**src/rtl/count_monitor.sv**
```systemverilog
// Watches an upstream free-running counter: wrap/epoch tracking, compare match,
// and a held snapshot with ready handshake. Define COUNT_MONITOR_STEP_CHECK_EN for the step checker.
module count_monitor #(
  parameter int unsigned WIDTH   = 4,
  parameter int unsigned EPOCH_W = 8
) (
  input  logic               clk,
  input  logic               rst,
  input  logic [WIDTH-1:0]   cnt_in,
  input  logic [WIDTH-1:0]   match_val,
  input  logic               snap_req,
  input  logic               snap_rdy,
  input  logic               err_clr,
  output logic               wrap_pulse,
  output logic               match_pulse,
  output logic [EPOCH_W-1:0] epoch,
  output logic               snap_vld,
  output logic [WIDTH-1:0]   snap_cnt,
  output logic [EPOCH_W-1:0] snap_epoch,
  output logic               err_step
);

  typedef enum logic {IDLE = 1'b0, HOLD = 1'b1} state_e;

  state_e             state_q, state_d;
  logic [WIDTH-1:0]   prev_q;
  logic               primed_q;
  logic               wrap_q, wrap_d;
  logic               match_q, match_d;
  logic [EPOCH_W-1:0] epoch_q, epoch_d;
  logic [WIDTH-1:0]   snap_cnt_q, snap_cnt_d;
  logic [EPOCH_W-1:0] snap_epoch_q, snap_epoch_d;

  always_comb begin
    wrap_d       = primed_q && (prev_q == '1) && (cnt_in == '0);
    epoch_d      = epoch_q + EPOCH_W'(wrap_d);
    match_d      = (cnt_in == match_val);
    state_d      = state_q;
    snap_cnt_d   = snap_cnt_q;
    snap_epoch_d = snap_epoch_q;
    case (state_q)
      IDLE: begin
        // Snapshot sees the epoch including a wrap detected at this same edge.
        if (snap_req) begin
          state_d      = HOLD;
          snap_cnt_d   = cnt_in;
          snap_epoch_d = epoch_d;
        end
      end
      HOLD: begin
        if (snap_rdy) state_d = IDLE;
      end
      default: state_d = IDLE;
    endcase
  end

  always_ff @(posedge clk or posedge rst) begin
    if (rst) begin
      state_q      <= IDLE;
      prev_q       <= '0;
      primed_q     <= 1'b0;
      wrap_q       <= 1'b0;
      match_q      <= 1'b0;
      epoch_q      <= '0;
      snap_cnt_q   <= '0;
      snap_epoch_q <= '0;
    end else begin
      state_q      <= state_d;
      prev_q       <= cnt_in;
      primed_q     <= 1'b1;
      wrap_q       <= wrap_d;
      match_q      <= match_d;
      epoch_q      <= epoch_d;
      snap_cnt_q   <= snap_cnt_d;
      snap_epoch_q <= snap_epoch_d;
    end
  end

`ifdef COUNT_MONITOR_STEP_CHECK_EN
  logic err_q, err_d;

  // A new error takes priority over a simultaneous clear.
  always_comb begin
    err_d = err_q;
    if (primed_q && (cnt_in != prev_q + WIDTH'(1))) err_d = 1'b1;
    else if (err_clr)                              err_d = 1'b0;
  end

  always_ff @(posedge clk or posedge rst) begin
    if (rst) err_q <= 1'b0;
    else     err_q <= err_d;
  end

  assign err_step = err_q;
`else
  logic unused_err_clr;
  assign unused_err_clr = err_clr;
  assign err_step       = 1'b0;
`endif

  assign wrap_pulse  = wrap_q;
  assign match_pulse = match_q;
  assign epoch       = epoch_q;
  assign snap_vld    = (state_q == HOLD);
  assign snap_cnt    = snap_cnt_q;
  assign snap_epoch  = snap_epoch_q;

endmodule

```
**config.mk**
```make
export PLATFORM = sky130hd
export DESIGN_NAME = count_monitor
export DESIGN_NICKNAME = d
export VERILOG_FILES = /design/src/rtl/count_monitor.sv
export SDC_FILE = /design/constraint.sdc
export NUM_CORES = 1
export LEC_CHECK = 0
export CORE_ASPECT_RATIO = 1.25
export CORE_MARGIN = 1.5
export CORE_UTILIZATION = 40
export DETAILED_ROUTE_END_ITERATION = 8
export PLACE_DENSITY = 0.71
export SLEW_MARGIN = 10
export SYNTH_ARGS = -nofsm -noshare
export SYNTH_HDL_FRONTEND = slang
export SYNTH_SLANG_ARGS = --single-unit
```
**constraint.sdc**
```tcl
create_clock -name clk -period 3.12 [get_ports clk]
set_input_delay 0.312 -clock clk [delete_from_list [all_inputs] [get_ports clk]]
set_output_delay 0.312 -clock clk [all_outputs]
set_load 0.05 [all_outputs]
```
Word level (Yosys, flattened, before mapping) --
Cells that the tools add are included.
Storage, ports and cells: output and inout bits 24, register bits after elaboration 28
Cells by class: bitwise operators 1, reduce and logical (&&, ||, !) cells 4, add/subtract/negate cells 1, multiplexer cells 3, eq/ne operators 2
Operators by type and width (count):
- $add A8 B1 Y8 | 1
- $eq A4 B4 Y1 | 1
- $eq A4 B4 Y1 const B | 1
- $logic_not A4 Y1 | 1
- $logic_and A1 B1 Y1 | 2
- $mux W1 | 2
- $pmux W1 S2 | 1
- $reduce_and A2 Y1 | 1
- $not A1 Y1 | 1

Logic depth before layout (Yosys ltp) --
depth in word-level cells 4, mapped depth 8

Worst setup path after synthesis --
OpenSTA, ideal clock, no wires.
path type register to register, start reg prev_q[2], end reg snap_epoch_q[6] (netlist: snap_epoch[6]), slack 1202 ps, arrival 1831 ps, library setup time 87 ps, cell stages (with the launch flop) 8, path buffers 0, data required time 3033 ps, cell sequence dfrtp_1 nand4_1 nor4_1 ha_1 ha_1 clkinvlp_2 or4_1 o211ai_1
Between the ends: word-level cells in the longest chain between the ends 4
Ends and longest elaborated chain:
- start, declared | line 26 | logic [WIDTH-1:0] prev_q;
- start signal, assigned | line 69 | prev_q <= cnt_in;
- $eq A4 B4 Y1 | line 35 | wrap_d = primed_q && (prev_q == '1) && (cnt_in == '0);
- $logic_and A1 B1 Y1 (2 in a row) | line 35
- named net wrap_d | line 28 | logic wrap_q, wrap_d;
- $add A8 B1 Y8 | line 36 | epoch_d = epoch_q + EPOCH_W'(wrap_d);
- end signal, assigned | line 75 | snap_epoch_q <= snap_epoch_d;
- end, declared | line 32 | logic [EPOCH_W-1:0] snap_epoch_q, snap_epoch_d;
The timed path passes the listed nets, and every way through them passes these cells. A chain may end at the register's enable or synchronous reset.

Worst setup path after layout --
start in cnt_in[0], end reg snap_epoch_q[6] (netlist: snap_epoch[6])
Between the ends: word-level cells in the longest chain between the ends 3
Ends and longest elaborated chain:
- start, declared | line 9 | input logic [WIDTH-1:0] cnt_in,
- $logic_not A4 Y1 | line 35
- $logic_and A1 B1 Y1 | line 35
- named net wrap_d | line 28
- $add A8 B1 Y8 | line 36
The timed path passes the listed nets, and every way through them passes these cells.

==> impl_metrics.env <==
export IMPL_syn2layout_area_growth_pct=34.6
export IMPL_utilization_pct=56.2
export IMPL_gr_usage_met3_pct=0.718
export IMPL_cts_made_buffers=3
export IMPL_status="complete, no violations"
export IMPL_drive_gt1_share_pct=6.82
export IMPL_start_util_pct=41.7
export IMPL_dp_hpwl_mm=1.48
export IMPL_path_common_cell="ha_1"
export IMPL_endpoint="snap_epoch[6]"
export IMPL_die_area_mm2=0.00309
export IMPL_insertion_delay_ns=0.31
export IMPL_ys_warnings_count=0
export IMPL_hold_viol=0
export IMPL_ir_drop_mv=0.277
export IMPL_slew_headroom_pct=32.3
export IMPL_die_w_um=50.1
export IMPL_io_buffers=34
export IMPL_first_pass_iters=4
export IMPL_cts_buffer_depth=2
export IMPL_fmax_ghz=0.431
export IMPL_syn_inst=98
export IMPL_finalWeightedCongestion=0.740
export IMPL_yosys_area_top_type="dfrtp_1"
export IMPL_routed_wl_mm=1.96
export IMPL_drv_slew=0
export IMPL_nets=149
export IMPL_r2r_slack_ns=0.96
export IMPL_synth_cell_types=24
export IMPL_crit_start="cnt_in[0]"
export IMPL_period_share_pct=74.3
export IMPL_hold_class="reg -> reg"
export IMPL_worstPathRequired_ns=3.36
export IMPL_grt_pass1_vias=722
export IMPL_cts_tree="built"
export IMPL_cp_start_kind="primary input"
export IMPL_cts_clk_slew_worst_paths_ns=0.14
export IMPL_syn_nets=113
export IMPL_synth_area_top_cells="dfrtp_1 (63%), nand2_1 (9.2%), xor2_1 (4.7%)"
export IMPL_synth_top_cell_area_share_pct=63.3
export IMPL_crit_arrival_ns=2.56
export IMPL_power_leakage_nw=0.710
export IMPL_r2r_end="snap_epoch[6]"
export IMPL_synth_area_per_cell_um2=11.3
export IMPL_antenna_cells=0
export IMPL_final_setup_viol_count=0
export IMPL_grt_max_degree=29
export IMPL_reg2reg_from="prev_q[3]"
export IMPL_max_slew_worst_pin_slew_ns=1.01
export IMPL_slowest_stage="or4_1"
export IMPL_rows=21
export IMPL_wire_per_inst_um=11.8
export IMPL_skew_ns=0.00369
export IMPL_drt_iter0_drc=15
export IMPL_worstHoldPathCells=2
export IMPL_power_density_mw_per_mm2=489
export IMPL_yosysSeqAreaShare_pct=63.3
export IMPL_netlist_area_mm2=0.00111
export IMPL_drc_errors=0
export IMPL_cts_setup_buffers=0
export IMPL_crit_type="in -> reg"
export IMPL_met2_usage_pct=22.4
export IMPL_cp_max_fo=4
export IMPL_design_core_area_mm2=0.00265
export IMPL_clock_sinks=28
export IMPL_num_vias=781
export IMPL_antenna_found_initial=0
export IMPL_cp_cell_sequence="clkdlybuf4s50_1, nor2_1, nand2_1, nor4_1, ha_1, ha_1, clkinvlp_2, or4_1, o211ai_1"
export IMPL_viasPerCell=4.70
export IMPL_worst_r2r_cell_count=7
export IMPL_cts_root_buf="clkbuf_4"
export IMPL_die_h_um=61.8
export IMPL_grt_pass1_wl_mm=3.20
export IMPL_cts_resized=0
export IMPL_crit_path_end_kind="flip-flop"
export IMPL_io_pins=37
export IMPL_maxCapViolations=0
export IMPL_ant_nets=0
export IMPL_finalInstanceArea_mm2=0.00149
export IMPL_gr_max_usage_layer="met2"
export IMPL_grtUsageMet1_pct=18.6
export IMPL_min_period_ns=2.32
export IMPL_rsz0062_at_grt="false"
export IMPL_max_stage_delay_ns=0.51
export IMPL_cts_max_level=1
export IMPL_overflow=0
export IMPL_gr_usage_all_layers_pct=13.8
export IMPL_holdBufCountCts=0
export IMPL_synth_seq_cells=28
export IMPL_placed_cell_area_mm2=0.00147
export IMPL_fin_setup_tns_ns=0
-- worst max-delay path, delay by kind of cell --
family                     cells  cell delay, ns
and+or+nand+nor                4            0.99
adders and majority gates      2            0.54
AOI/OAI and AO/OA              1            0.10
buffers and inverters          2            0.61
-- where the power goes --
part,leakage [nW],total [mW],switching (mW),internal (mW)
Clock,0.0138,0.140,0.0947,0.0451
Sequential,0.366,0.400,0.0129,0.387
Combinational,0.330,0.188,0.123,0.0653
Total,0.710,0.728,0.230,0.498
-- metrics by stage --
stage / hold slack [ns] / setup WS (ns) / std cells / power, mW
2_1_floorplan: 0.343 / 1.20 / 98 / 0.529
3_3_place_gp: 0.458 / 0.502 / 163 / 0.594
3_5_place_dp: 0.467 / 0.434 / 163 / 0.598
4_1_cts: 0.499 / 0.773 / 166 / 0.737
5_1_grt: 0.514 / 0.605 / 166 / 0.768
6_report: 0.490 / 0.801 / 166 / 0.728
-- logic make-up (layout without fill, tap and decap cells) --
family	count (synthesis)	in the layout	synth area share, %
AO/OA/AOI/OAI	6	6	3.16
adder cells (fa/ha/maj)	2	2	2.26
buffers and inverters	6	40	3.16
other	2	2	0.678
multiplexers	2	2	2.03
AND/OR/NAND/NOR	44	44	19.1
XOR/XNOR	8	8	6.33
flip-flops	28	28	63.3
-- cells in the mapped netlist --
library cell	instances
buf_6	1
inv_1	2
nand4_2	1
clkbuf_1	1
a31oi_1	2
xnor2_1	2
or4_1	1
mux2_2	2
nor4_1	2
and2b_4	1
xor2_1	6
o21ai_0	3
nand2_1	27
nor2_1	4
clkinvlp_2	1
nand4_1	1
nand3_1	4
or3_1	2
conb_1	2
nand2b_4	1
dfrtp_1	28
ha_1	2
o211ai_1	1
buf_4	1
-- sequential cells by signal, summed over array words and instances, names as in the netlist --
signal / count
epoch: 8
match_pulse: 1
prev_q: 4
primed_q: 1
snap_cnt: 4
snap_epoch: 8
snap_vld: 1
wrap_pulse: 1
-- cells in the final DEF (no fill, tap or decap), drive strengths merged --
cell type / count
clkdlybuf4s50: 34
dfrtp: 28
nand2: 27
xor2: 6
nand3: 4
nor2: 4
o21ai: 3
clkbuf: 3
xnor2: 2
mux2: 2
nor4: 2
or3: 2
inv: 2
a31oi: 2
ha: 2
conb: 2
nand4: 2
and2b: 1
nand2b: 1
clkinvlp: 1
or4: 1
o211ai: 1
-- routing by layer --
layer | share of wire, % | wire length, um | up-vias
met5 | 0 | 0 | -
met4 | 1.2 | 23 | 0
met3 | 2.4 | 48 | 2
met2 | 52 | 1020 | 15
met1 | 44 | 871 | 380
li1 | - | - | 384
-- how the worst min path moves through the flow --
stage / start / endpoint
after floorplan: cnt_in[0] / prev_q[0]
after global placement: snap_cnt[3] / snap_cnt[3]
after detailed placement: snap_cnt[3] / snap_cnt[3]
after CTS: snap_cnt[3] / snap_cnt[3]
after global routing: snap_epoch[0] / snap_epoch[0]
final: snap_cnt[3] / snap_cnt[3]
-- final cells by class --
class                   count  area [um^2]
fillers                   237         1160
inverters                   3         12.5
well taps                  34         42.5
multi-input cells          64          372
flip-flops and latches     28          701
clock buffers               3         22.5
repair buffers             34          340
(Power assumes the default switching activity.)
